--- config.mk ---
export PLATFORM = sky130hd
export DESIGN_NAME = ft600_rx_framer
export DESIGN_NICKNAME = d
export VERILOG_FILES = /design/src/rtl/ft600_pkg.sv /design/src/rtl/ft600_rx_framer.sv
export SDC_FILE = /design/constraint.sdc
export NUM_CORES = 1
export LEC_CHECK = 0
export CAP_MARGIN = 25
export CELL_PAD_IN_SITES_DETAIL_PLACEMENT = 1
export CELL_PAD_IN_SITES_GLOBAL_PLACEMENT = 1
export CORE_UTILIZATION = 40
export DETAILED_ROUTE_END_ITERATION = 10
export PLACE_DENSITY_LB_ADDON = 0.1
export RECOVER_POWER = 50
export SLEW_MARGIN = 10
export SYNTH_ARGS = -nofsm -noshare
export SYNTH_HDL_FRONTEND = slang
export SYNTH_SLANG_ARGS = --single-unit
--- constraint.sdc ---
create_clock -name ftdi_clk -period 3.17 [get_ports ftdi_clk]
set_clock_uncertainty 0.2 [all_clocks]
set_input_delay 0.634 -clock ftdi_clk [delete_from_list [all_inputs] [get_ports ftdi_clk]]
set_output_delay 0.634 -clock ftdi_clk [all_outputs]
set_load 0.01 [all_outputs]
--- src/rtl/ft600_pkg.sv ---
// Shared definitions for the FT600 receive framer: FSM states and frame-format defaults.
package ft600_pkg;

  typedef enum logic [1:0] {
    ST_HUNT,
    ST_LEN,
    ST_PAYLOAD,
    ST_CSUM
  } state_t;

  localparam logic [15:0] SYNC_WORD_DEF = 16'hA55A;
  localparam int          MAX_WORDS_DEF = 128;

endpackage

--- src/rtl/ft600_rx_framer.sv ---
// Extracts SYNC/LEN/payload/CSUM frames from the FT600 word stream; payload leaves through a
// single-stage output register (1-cycle latency), in_ready only drops in PAYLOAD when that register is stalled.
module ft600_rx_framer
  import ft600_pkg::*;
#(
  parameter logic [15:0] SYNC_WORD = SYNC_WORD_DEF,
  parameter int          MAX_WORDS = MAX_WORDS_DEF
) (
  input  logic        ftdi_clk,
  input  logic        rst_n,
  input  logic        in_valid,
  input  logic [15:0] in_data,
  input  logic [1:0]  in_be,
  output logic        in_ready,
  output logic        pkt_valid,
  output logic [15:0] pkt_data,
  output logic        pkt_sof,
  output logic        pkt_eof,
  input  logic        pkt_ready,
  output logic        frame_ok,
  output logic        err_csum,
  output logic        err_len,
  output logic        err_be,
  output logic        frame_abort,
  output logic [15:0] frame_count
);

  localparam int          RW        = $clog2(MAX_WORDS + 1);
  localparam logic [15:0] MAX_LEN16 = 16'(MAX_WORDS);
  localparam logic [RW-1:0] REM_ONE = RW'(1);

  state_t        state, state_nxt;
  logic [RW-1:0] rem, rem_nxt;
  logic [15:0]   sum, sum_nxt;
  logic          first, first_nxt;
  logic          xfer, be_full, load;
  logic          ok_nxt, csum_nxt, len_nxt, be_nxt, abort_nxt;

  assign in_ready = (state == ST_PAYLOAD) ? (!pkt_valid || pkt_ready) : 1'b1;
  assign xfer     = in_valid && in_ready;
  assign be_full  = (in_be == 2'b11);

  always_ff @(posedge ftdi_clk or negedge rst_n) begin
    if (!rst_n) begin
      state <= ST_HUNT;
      rem   <= '0;
      sum   <= '0;
      first <= 1'b0;
    end else begin
      state <= state_nxt;
      rem   <= rem_nxt;
      sum   <= sum_nxt;
      first <= first_nxt;
    end
  end

  always_comb begin
    state_nxt = state;
    rem_nxt   = rem;
    sum_nxt   = sum;
    first_nxt = first;
    load      = 1'b0;
    ok_nxt    = 1'b0;
    csum_nxt  = 1'b0;
    len_nxt   = 1'b0;
    be_nxt    = 1'b0;
    abort_nxt = 1'b0;
    case (state)
      ST_HUNT: begin
        if (xfer && be_full && in_data == SYNC_WORD) state_nxt = ST_LEN;
      end
      ST_LEN: begin
        if (xfer) begin
          if (!be_full) begin
            be_nxt    = 1'b1;
            state_nxt = ST_HUNT;
          end else if (in_data == 16'd0 || in_data > MAX_LEN16) begin
            len_nxt   = 1'b1;
            state_nxt = ST_HUNT;
          end else begin
            rem_nxt   = in_data[RW-1:0];
            sum_nxt   = '0;
            first_nxt = 1'b1;
            state_nxt = ST_PAYLOAD;
          end
        end
      end
      ST_PAYLOAD: begin
        if (xfer) begin
          // A partial word kills the frame and is never forwarded.
          if (!be_full) begin
            be_nxt    = 1'b1;
            abort_nxt = 1'b1;
            state_nxt = ST_HUNT;
          end else begin
            load      = 1'b1;
            sum_nxt   = sum + in_data;
            rem_nxt   = rem - REM_ONE;
            first_nxt = 1'b0;
            if (rem == REM_ONE) state_nxt = ST_CSUM;
          end
        end
      end
      ST_CSUM: begin
        if (xfer) begin
          if (!be_full)            be_nxt   = 1'b1;
          else if (in_data == sum) ok_nxt   = 1'b1;
          else                     csum_nxt = 1'b1;
          state_nxt = ST_HUNT;
        end
      end
      default: state_nxt = ST_HUNT;
    endcase
  end

  // Output register: a load and a drain in the same cycle keep pkt_valid high, giving 1 word/cycle.
  always_ff @(posedge ftdi_clk or negedge rst_n) begin
    if (!rst_n) begin
      pkt_valid <= 1'b0;
      pkt_data  <= '0;
      pkt_sof   <= 1'b0;
      pkt_eof   <= 1'b0;
    end else if (load) begin
      pkt_valid <= 1'b1;
      pkt_data  <= in_data;
      pkt_sof   <= first;
      pkt_eof   <= (rem == REM_ONE);
    end else if (pkt_ready) begin
      pkt_valid <= 1'b0;
    end
  end

  always_ff @(posedge ftdi_clk or negedge rst_n) begin
    if (!rst_n) begin
      frame_ok    <= 1'b0;
      err_csum    <= 1'b0;
      err_len     <= 1'b0;
      err_be      <= 1'b0;
      frame_abort <= 1'b0;
      frame_count <= '0;
    end else begin
      frame_ok    <= ok_nxt;
      err_csum    <= csum_nxt;
      err_len     <= len_nxt;
      err_be      <= be_nxt;
      frame_abort <= abort_nxt;
      if (ok_nxt) frame_count <= frame_count + 16'd1;
    end
  end

endmodule

; ---- Yosys cells after proc, flatten, opt, wreduce, memory -nomap -nowiden
; Index checks and enable logic that the tools add are counted.
; W data, S select, Z words.
[word_totals]
word_cells = 95
ff_bits = 67
in_bits = 22
out_inout_bits = 41
[classes]
reduce_logical = 13
magnitude_cmp = 1
add_sub_neg = 3
n_mux = 49
eq_ne = 15
[op_table]
columns = op, count
row1 = $mux W16, 5
row2 = $mux W8, 5
row3 = $pmux W16 S2, 1
row4 = $mux W1, 27
row5 = $add A16 B1 Y16 const B, 1
row6 = $add A16 B16 Y16, 1
row7 = $eq A16 B16 Y1, 1
row8 = $eq A16 B16 Y1 const B, 1
row9 = $gt A16 B8 Y1 const B, 1
row10 = $logic_not A16 Y1, 1
row11 = $mux W2, 8
row12 = $pmux W8 S2, 1
row13 = $ne A2 B2 Y1 const B, 7
row14 = $eq A8 B1 Y1 const B, 1
row15 = $pmux W2 S4, 1
row16 = $sub A8 B1 Y8 const B, 1
row17 = $eq A2 B2 Y1 const B, 3
row18 = $reduce_and A6 Y1, 1
row19 = $reduce_and A5 Y1, 1
row20 = $reduce_bool A2 Y1, 2
row21 = $logic_and A1 B1 Y1, 3
row22 = $ne A3 B2 Y1 const B, 1
row23 = $reduce_or A3 Y1, 1
row24 = $eq A2 B1 Y1 const B, 1
row25 = other kinds (4), 5

; ---- Longest topological paths before layout
; Gate-level depths: netlist (run 1).
[depth]
word_depth = 8
mapped_depth = 8
depth_no_buf = 8

; ---- Least setup slack after synthesis (run 1)
; Ideal clock, no wire load.
[synth_path]
path_kind = input port to flip-flop
start = input in_data[0]
end = register sum[8]
setup_ps = 121
path_buffers = 0
arrival_time_ps = 2382
path_stages = 8
required_ps = 2849
slack_ps = 467
cell_sequence = ha_1 -> fa_1 -> a21oi_1 -> o21ai_0 -> a2111oi_0 -> nor3_1 -> xor2_1 -> a22o_1
[synth_via]
elab_chain_len = 4
elab_cells_between_ends = 9
cone_classes = add/sub: 1 / order compare: 1 / eq/ne: 1 / mux: 3 / reduce/logical: 3
[synth_rtl]
columns = item, line_no
row1 = start: declaration, ft600_rx_framer.sv:12  ; input logic [15:0] in_data,
row2 = "$add A16 B16 Y16, or another cell as far along", ft600_rx_framer.sv:97  ; sum_nxt = sum + in_data;
row3 = $mux W16 / $logic_or A1 B1 Y1 (equally long branches), "ft600_rx_framer.sv:91, ft600_rx_framer.sv:77"
row4 = $mux W16 / $ne A2 B2 Y1 (equally long branches), n/a
row5 = $pmux W16 S2 / $reduce_and A6 Y1 (equally long branches), n/a
row6 = end signal: assignment, ft600_rx_framer.sv:52  ; sum <= sum_nxt;
row7 = end: declaration, ft600_rx_framer.sv:34  ; logic [15:0] sum, sum_nxt;
; Several ways; a longest one is shown, not always the timed one. The select of a mux whose other input is x is not followed.
; A chain may end at the register's enable or synchronous reset.

; ---- Final worst setup path (run 1)
[layout_path]
start = input pkt_ready
end = output in_ready
[layout_via]
elab_chain_len = 2
[layout_rtl]
columns = item, line_no
row1 = start: declaration, ft600_rx_framer.sv:19  ; input logic pkt_ready,
row2 = $logic_or A1 B1 Y1, ft600_rx_framer.sv:39  ; assign in_ready = (state == ST_PAYLOAD) ? (!pkt_valid || pkt_ready) : 1'b1;
row3 = $mux W1, ft600_rx_framer.sv:39
row4 = end: declaration, ft600_rx_framer.sv:14  ; output logic in_ready,
; No other way between the ends.

==> results of run 1 <==
-- layout make-up --
cell class / instances / area [sq um] / area share (%)
tap: 108 / 135 / 2.73
multi-input combinational: 324 / 1950 / 39.3
sequential: 67 / 1680 / 33.8
clock buffer: 9 / 124 / 2.50
timing repair buffer: 110 / 972 / 19.6
inverter: 6 / 22.5 / 0.455
clock inverter: 7 / 75.1 / 1.52
-- cell usage after synthesis, types with 2 or more instances --
library cell   n
and3_1         5
nor4_1        13
ha_1          18
or4_1          3
inv_1          6
o21ai_0       17
xor2_1        11
o21a_1         3
and4_1         2
xnor2_1       15
nor2_1        23
nand2_1       91
nand2b_1       6
and2_1         3
a211o_1        2
nor2b_1        3
a211oi_1       2
nand3_1       17
a31oi_1        2
nand4_1        5
a21oi_1       25
or3_1          5
o22ai_1        7
clkbuf_1      11
o21ai_1        5
o311ai_0       2
nor3_1        12
nand3b_1       2
o211ai_1       5
dfrtp_1       67
a21o_1         3
-- report_power, final --
part / internal (W) / leakage, nW / switching [W]
Combinational: 0.000110 / 1.33 / 0.000121
Sequential: 0.000870 / 0.919 / 0.0000133
Clock: 0.000369 / 0.104 / 0.000376
-- repair_timing --
action                                  4_1_cts  5_1_grt
buffers inserted                              0        0
endpoints found under the setup margin        0        3
gates resized for setup                       0        1
hold endpoints to repair                      0        0
-- worst max-delay path, cell delays in order --
cell and delay, ps:
dlygate4sd3_1 540, nor2b_1 330, nand2b_1 170, clkdlybuf4s50_1 520
-- state kept, by name, indices dropped and copies added, names as in the netlist --
name         cells
frame_abort      1
pkt_sof          1
sum             16
state            2
err_csum         1
frame_ok         1
rem              8
pkt_eof          1
err_len          1
frame_count     16
err_be           1
pkt_valid        1
first            1
pkt_data        16
-- layer usage --
metal | GRT usage [%] | routed length [microns] | vias up | share of wire, %
li1 | - | - | 1677 | -
met4 | 8.38 | 162 | 0 | 1.5
met2 | 41.7 | 5400 | 55 | 50
met1 | 30.6 | 4980 | 1719 | 46
met3 | 3.44 | 326 | 12 | 3.0
met5 | 0 | 0 | - | 0
-- logic make-up after synthesis --
logic type	share of synthesized area (%)
adders and majority gates	6.61
xor gates and xnor gates	6.14
AOI/OAI and AO/OA	13.0
muxes	0.573
and+or+nand+nor	26.0
buffers and inverters	2.46
DFF	45.2
-- through the flow --
stage | setup WS [ps] | power, W
floorplan | 467 | 0.00100
global placement | -85.6 | 0.00113
detailed placement | -169 | 0.00113
CTS | 202 | 0.00188
global route | 1.24 | 0.00192
finish | 141 | 0.00186
-- worst max-delay path by stage --
stage	from	end	slack [ps]	depth (start not counted)
global route	in_data[0]	sum[8]$_DFFE_PN0P_	1	9
CTS	in_data[0]	sum[8]$_DFFE_PN0P_	200	9
detailed placement	in_data[0]	sum[8]$_DFFE_PN0P_	-170	9
finish	pkt_ready	in_ready	140	4
global placement	in_data[0]	sum[8]$_DFFE_PN0P_	-90	9
floorplan	in_data[0]	sum[8]$_DFFE_PN0P_	470	8
==> impl_metrics.py, run 1 <==
metrics = {
    "power": {
        "ir_drop_uv": 194,
        "power_density_nw_per_um2": 375,
        "p_leak_nw": 2.35,
    },
    "sta": {
        "rsz0062_at_grt": "false",
        "slew_headroom_pct": 9.82,
        "final.setup.tns_ps": 0,
        "setup_viol": 0,
        "min_period_ps": 3030,
        "fmax_ghz": 0.330,
        "maxSlewViolCount": 0,
        "whs_ps": 270,
        "period_share_pct": 95.6,
        "worst_pin_slew_ps": 1350,
        "timing_hold_violations_final": 0,
    },
    "detailed_routing": {
        "vias": 3463,
        "postRouteAntennaNets": 0,
        "wl_per_cell_microns": 17.2,
        "avgViaCountPerCell": 5.49,
        "drc_errors": 4,
        "wirelength_mm": 10.9,
        "first_pass_iters": 7,
        "drtIter0Drc": 94,
    },
    "clock_network": {
        "cts_root_buffer": "clkbuf_8",
        "postCtsHoldBufs": 0,
        "cts_buffers": 9,
        "cts.path.max_buffers": 2,
        "clk_latency_ps": 350,
        "cts.clk_slew.worst_paths_ps": 80,
        "cts_tree": "done",
        "cts-htree-levels": 3,
        "clock_sinks": 67,
    },
    "layout": {
        "stdcell_area_sq_um": 4950,
        "layout.cells.non_filler": 631,
        "final_common_cell": "nand2_1",
        "diodes": 0,
        "utilization_pct": 56.0,
        "drive_gt1_share_pct": 13.6,
        "area_delta_synth_final_pct": 33.5,
        "fillers": 1056,
        "mostFrequentLayoutCells": "nand2_1 (91), dfrtp_1 (67), buf_4 (47), clkdlybuf4s50_1 (42), a21oi_1 (25)",
        "final_nets": 559,
    },
    "logic_synthesis": {
        "synth_area_leaders": "dfrtp_1 (45%), nand2_1 (9.2%), ha_1 (6.1%)",
        "synth.avg_cell_area_sq_um": 9.00,
        "ys_seq_area_share_pct": 45.2,
        "async_flop_share_pct": 100,
        "netlist_area_sq_um": 3710,
        "yosysWarningCount": 0,
        "ys_ff_latch": 67,
        "synth.net_count": 453,
        "synth.distinct_cells": 52,
        "synth_edf_count": 0,
        "synth_top_cell_area_share_pct": 45.2,
        "ys.flop_type": "dfrtp_1",
        "synthCells": 412,
        "yosys.area.top_type": "dfrtp_1",
    },
    "critical_path": {
        "r2r_start": "sum[7]$_DFFE_PN0P_",
        "start_kind": "input pin",
        "crit_type": "in2out",
        "rr_endpoint": "frame_count[14]$_DFFE_PN0P_",
        "reg2reg_slack_ps": 590,
        "required_ps": 2340,
        "end_kind": "output pin",
        "worstPathArrival_ps": 2190,
        "reg2reg_depth": 7,
        "crit_fanout": 5,
    },
    "run": {
        "maxCapViolCount": 0,
    },
    "floorplanning": {
        "core-area_sq_um": 8850,
        "die_y_microns": 98.3,
        "start_util_pct": 41.9,
        "die-area_sq_um": 9660,
        "die_w_microns": 98.3,
        "core.rowCount": 34,
        "io_pins": 63,
    },
    "place": {
        "dpl_cell_area_sq_um": 4770,
        "io_buffers": 62,
        "globalplace.congestion": 0.845,
        "dp_hpwl_mm": 7.97,
        "placedCellCount": 615,
    },
    "global_route": {
        "grt_max_degree": 46,
        "grt_pass1_vias": 3688,
        "grt_use_total_pct": 24.0,
        "antenna_found_initial": 0,
        "grt_pass1_wl_mm": 18.2,
        "grt-ovfl-total": 0,
    },
    "hold_path": {
        "min_to": "pkt_data[7]$_DFFE_PN0P_",
        "min_from": "pkt_data[7]$_DFFE_PN0P_",
        "whs_path_depth": 2,
        "hp-class": "reg2reg",
    },
    "outcome": {
        "violations": "DRC",
        "status": "complete, but fails checks",
    },
}
No activity file was read; power rests on OpenSTA's default activity.
==> run 2, diff against run 1 <==
Settings changed: ABC_AREA from default to 1.
==> impl_metrics.py, run 2 <==
metrics = {
    "critical_path": {
        "worstPathArrival_ps": 2830,
        "crit_fanout": 7,
        "max_stage_delay_ps": 490,
        "start_kind": "input pin",
        "end_kind": "flop",
        "critPathLaunch": "in_data[13]",
        "slowest_stage": "clkdlybuf4s50_1",
        "required_ps": 3260,
        "crit_chain": "clkdlybuf4s50_1, ha_1, nor2_1, nand2_1, nor2_1, nand3_1, nor3_2, nand3_1, nand2_1",
        "r2r_start": "sum[10]$_DFFE_PN0P_",
        "crit_type": "in2reg",
    },
    "clock_network": {
        "cts_setup_buffers": 0,
        "cts_tree": "done",
        "clock_sinks": 67,
        "cts-htree-levels": 3,
        "ctsResizeCount": 0,
        "cts_buffers": 9,
        "cts.path.max_buffers": 2,
        "postCtsHoldBufs": 0,
        "cts_root_buffer": "clkbuf_8",
        "cts.clk_slew.worst_paths_ps": 80,
        "clk_latency_ps": 350,
    },
    "global_route": {
        "antenna_found_initial": 0,
        "grt_max_degree": 52,
        "grt_pass1_vias": 4461,
        "grt_use_total_pct": 25.2,
        "grt-ovfl-total": 0,
        "grt_pass1_wl_mm": 22.4,
    },
    "sta": {
        "maxSlewViolCount": 0,
        "final.setup.tns_ps": 0,
        "rsz0062_at_grt": "false",
        "timing_hold_violations_final": 0,
        "fmax_ghz": 0.366,
        "period_share_pct": 86.2,
        "slew_headroom_pct": 10.8,
        "whs_ps": 188,
        "min_period_ps": 2730,
        "worst_pin_slew_ps": 1340,
        "setup_viol": 0,
    },
    "logic_synthesis": {
        "synth.net_count": 662,
        "yosys.area.top_type": "dfrtp_1",
        "netlist_area_sq_um": 4390,
        "yosys-top-cells-count": "nand2_1 (242), inv_1 (77), dfrtp_1 (67), nand3_1 (60), nor2_1 (49)",
        "synth.distinct_cells": 34,
        "ys_ff_latch": 67,
        "async_flop_share_pct": 100,
        "synthCells": 621,
        "ys_seq_area_share_pct": 38.2,
        "synth_area_leaders": "dfrtp_1 (38%), nand2_1 (21%), nand3_1 (6.8%)",
        "synth_top_cell_area_share_pct": 38.2,
        "synth.avg_cell_area_sq_um": 7.07,
        "yosysWarningCount": 0,
        "synth_edf_count": 0,
        "synth.most_common_cell": "nand2_1",
        "ys.flop_type": "dfrtp_1",
    },
    "detailed_routing": {
        "avgViaCountPerCell": 5.07,
        "wirelength_mm": 13.2,
        "postRouteAntennaNets": 0,
        "drc_errors": 0,
        "vias": 4222,
        "first_pass_iters": 4,
        "wl_per_cell_microns": 15.9,
        "drtIter0Drc": 148,
    },
    "power": {
        "ir_drop_uv": 180,
        "finalPower_w": 0.00221,
        "power_density_nw_per_um2": 413,
        "p_leak_nw": 2.85,
    },
    "layout": {
        "mostFrequentLayoutCells": "nand2_1 (242), inv_1 (77), dfrtp_1 (67), nand3_1 (60), nor2_1 (49)",
        "area_delta_synth_final_pct": 22.0,
        "fillers": 1383,
        "layout.cells.non_filler": 833,
        "largest_registers": "frame_count x16, pkt_data x16, sum x16",
        "multiInputGateArea_sq_um": 2320,
        "final_nets": 733,
        "ff_latch_area_sq_um": 1680,
        "final_common_cell": "nand2_1",
        "drive_gt1_share_pct": 7.46,
        "utilization_pct": 51.2,
        "diodes": 0,
    },
    "floorplanning": {
        "start_util_pct": 41.9,
        "die-area_sq_um": 11400,
        "io_pins": 63,
        "die_y_microns": 107,
        "die_w_microns": 107,
        "core-area_sq_um": 10500,
        "core.rowCount": 37,
    },
    "place": {
        "globalplace.congestion": 0.900,
        "placedCellCount": 817,
        "io_buffers": 62,
        "dp_hpwl_mm": 10.1,
    },
    "hold_path": {
        "hp-class": "in2async",
    },
    "run": {
        "maxCapViolCount": 0,
    },
    "outcome": {
        "status": "complete, no violations",
    },
}
-- run 2: changes by cell type in the layout (fill, tap and decap cells not counted), moves of 6 or more --
cell,change
nand3_1,+43
nor2_1,+26
o22ai_1,-7
o21ai_2,+9
buf_4,-41
inv_1,+71
nor4_1,-13
a21oi_1,-15
nand2b_1,-6
nand2_1,+151
xnor2_1,-8
-- run 2: report_power, final --
group          total, W  leakage, nW  switching, W  internal, W
logic          0.000472         1.85      0.000295     0.000177
clock network  0.000780        0.106      0.000371     0.000410
registers      0.000961        0.892     0.0000512     0.000910
total           0.00221         2.85      0.000717      0.00150
-- run 2: layout make-up --
type / count / area share [%]
multi-input cells: 462 / 43.3
flip-flops and latches: 67 / 31.3
repair buffers: 70 / 12.5
inverters: 82 / 5.82
well taps: 136 / 3.18
clock buffers: 11 / 2.83
clock inverters: 5 / 1.12
-- run 2: logic make-up (layout without fill, tap and decap cells) --
kind of cell	after synthesis	in the layout	synth area share, %
flip-flops	67	67	38.2
buffers and inverters	92	168	8.98
XOR/XNOR	14	14	2.79
AND/OR/NAND/NOR	392	392	39.1
adder cells (fa/ha/maj)	19	19	5.59
AO/OA/AOI/OAI	37	37	5.30
-- run 2: critical path: cells and delay by family --
family,cells,cell delay [ps]
buffers and inverters,1,490
adders and majority gates,1,440
and+or+nand+nor,7,1260
-- run 2: path summary, 6_finish.rpt --
check	to	slack, ps	cells after the start
worst max-delay path	frame_count[14]$_DFFE_PN0P_	440	9
worst min-delay path	frame_abort$_DFF_PN0_	190	1
worst max register to register	frame_count[14]$_DFFE_PN0P_	850	8
worst min register to register	pkt_sof$_DFFE_PN0P_	270	2
max in group asynchronous	sum[6]$_DFFE_PN0P_	760	2
min in group ftdi_clk	pkt_sof$_DFFE_PN0P_	270	2
-- run 2: metrics by stage --
step | setup slack (ps) | cell area (sq um)
3_5_place_dp | 62.9 | 5160
3_3_place_gp | 180 | 5160
2_1_floorplan | 961 | 4390
6_report | 436 | 5360
5_1_grt | 260 | 5360
4_1_cts | 444 | 5380
-- run 2: layer usage --
| metal | track usage (%) | part of all wire (%) |
|---|---|---|
| met5 | 0 | 0 |
| met4 | 6.95 | 1.4 |
| met3 | 3.83 | 3.2 |
| met2 | 43.2 | 50 |
| met1 | 33.0 | 45 |
==> run 3, diff against run 2 <==
Settings changed: PLACE_DENSITY from default to 0.88, PLACE_DENSITY_LB_ADDON 0.1 to default.
==> impl_metrics.py, run 3 (synthesis gave the netlist of run 2 again) <==
metrics = {
    "layout": {
        "layout.cells.non_filler": 833,
        "diodes": 0,
        "largest_registers": "frame_count x16, pkt_data x16, sum x16",
        "final_nets": 733,
        "ff_latch_area_sq_um": 1680,
        "multiInputGateArea_sq_um": 2320,
        "area_delta_synth_final_pct": 22.5,
        "final_common_cell": "nand2_1",
        "drive_gt1_share_pct": 7.60,
        "mostFrequentLayoutCells": "nand2_1 (242), inv_1 (77), dfrtp_1 (67), nand3_1 (60), nor2_1 (49)",
        "fillers": 1365,
    },
    "clock_network": {
        "cts_tree": "done",
        "postCtsHoldBufs": 0,
        "cts_buffers": 9,
        "cts_root_buffer": "clkbuf_8",
        "cts.clk_slew.worst_paths_ps": 80,
        "cts.path.max_buffers": 2,
        "clock_sinks": 67,
        "cts_setup_buffers": 0,
        "clk_latency_ps": 370,
        "cts-htree-levels": 3,
        "ctsResizeCount": 0,
    },
    "global_route": {
        "grt_use_total_pct": 26.5,
        "grt_max_degree": 68,
        "grt-ovfl-total": 0,
        "antenna_found_initial": 0,
        "grt_pass1_wl_mm": 23.5,
        "grt_pass1_vias": 4828,
    },
    "sta": {
        "setup_viol": 0,
        "final.setup.tns_ps": 0,
        "rsz0062_at_grt": "false",
        "worst_pin_slew_ps": 1740,
        "period_share_pct": 87.3,
        "timing_hold_violations_final": 0,
        "min_period_ps": 2770,
        "slew_headroom_pct": -15.8,
        "fmax_ghz": 0.361,
        "whs_ps": 271,
        "maxSlewViolCount": 68,
    },
    "power": {
        "finalPower_w": 0.00229,
        "p_leak_nw": 2.86,
        "power_density_nw_per_um2": 426,
        "pwr-share-comb_pct": 21.0,
        "ir_drop_uv": 178,
        "switching_share_pct": 31.4,
        "p_sw_w": 0.000720,
        "power.internal_w": 0.00157,
        "power_frac_seq_pct": 42.1,
        "clkPwrFrac_pct": 37.0,
    },
    "place": {
        "io_buffers": 62,
        "placedCellCount": 817,
        "globalplace.congestion": 0.909,
        "dp_hpwl_mm": 9.99,
    },
    "detailed_routing": {
        "postRouteAntennaNets": 0,
        "vias": 4310,
        "wirelength_mm": 13.9,
        "avgViaCountPerCell": 5.17,
        "wl_per_cell_microns": 16.6,
        "first_pass_iters": 4,
        "drtIter0Drc": 175,
        "drc_errors": 0,
    },
    "critical_path": {
        "crit_family": "simple AND/OR/NAND/NOR gates",
        "crit_fanout": 7,
        "worstPathArrival_ps": 2830,
        "max_stage_delay_ps": 520,
        "crit_chain": "clkdlybuf4s50_1, ha_1, nor2_1, nand2_1, nor2_1, nand3_1, inv_1, nand4_1, nand2_1, nand2_1",
        "crit_type": "in2reg",
        "cpMostUsedCell": "nand2_1",
        "slowest_stage": "clkdlybuf4s50_1",
        "end_kind": "flop",
        "required_ps": 3230,
        "critPathBufInv": 2,
        "start_kind": "input pin",
    },
    "floorplanning": {
        "core.rowCount": 37,
        "die_y_microns": 107,
        "start_util_pct": 41.9,
        "die-area_sq_um": 11400,
        "core-area_sq_um": 10500,
        "die_w_microns": 107,
        "io_pins": 63,
    },
    "run": {
        "maxCapViolCount": 1,
    },
    "hold_path": {
        "hp-class": "reg2reg",
    },
    "outcome": {
        "status": "complete, but fails checks",
        "violations": "capacitance limit, slew limit",
    },
}
==> run 3: worst reg2reg max path, cell delays in order, from the launching register on <==
cell and delay [ps]:
dfrtp_1 410, ha_1 320, inv_1 120, nand3_1 90, nor2_1 150, nand3_1 220
inv_1 190, nand4_1 270, nand2_1 170, nand2_1 70
==> run 3: routing by layer <==
| metal | wire length, microns | GRT usage [%] | share of wire (%) |
|---|---|---|---|
| met5 | 0 | 0 | 0 |
| met4 | 322 | 11.6 | 2.3 |
| met3 | 306 | 2.37 | 2.2 |
| met2 | 7320 | 48.7 | 53 |
| met1 | 5910 | 31.2 | 43 |
==> run 3: through the flow <==
| stage | cell area, sq um | util, % | worst slack, ps |
|---|---|---|---|
| final | 5380 | 51.4 | 402 |
| after detailed placement | 5150 | 49.2 | 30.8 |
| after global placement | 5150 | 49.2 | 161 |
| after global routing | 5380 | 51.4 | 219 |
| after floorplan | 4390 | - | 961 |
| after CTS | 5380 | 51.4 | 409 |
==> run 3: layout make-up <==
class                           instances  area share, %
Multi-Input combinational cell        462           43.1
Sequential cell                        67           31.2
Timing Repair Buffer                   70           12.5
Inverter                               82           5.79
Tap cell                              136           3.16
Clock buffer                           12           2.89
Clock inverter                          4           1.35
==> run 3: worst paths after layout <==
check,from,end,slack [ps],cells past startpoint
min in group asynchronous,rst_n,sum[5]$_DFFE_PN0P_,600,2
max,in_data[4],frame_count[12]$_DFFE_PN0P_,400,10
max in group asynchronous,rst_n,sum[13]$_DFFE_PN0P_,1130,2
min reg2reg,pkt_data[14]$_DFFE_PN0P_,pkt_data[14]$_DFFE_PN0P_,270,2
min,pkt_data[14]$_DFFE_PN0P_,pkt_data[14]$_DFFE_PN0P_,270,2
max reg2reg,sum[3]$_DFFE_PN0P_,frame_count[12]$_DFFE_PN0P_,860,9
==> run 3: power by group through the flow <==
stage	registers, W	logic, W	clock network (W)
3_5_place_dp	0.000980	0.000475	0
5_1_grt	0.000971	0.000540	0.000873
4_1_cts	0.000965	0.000488	0.000852
6_report	0.000964	0.000481	0.000848
2_1_floorplan	0.000978	0.000279	0
3_3_place_gp	0.000975	0.000450	0
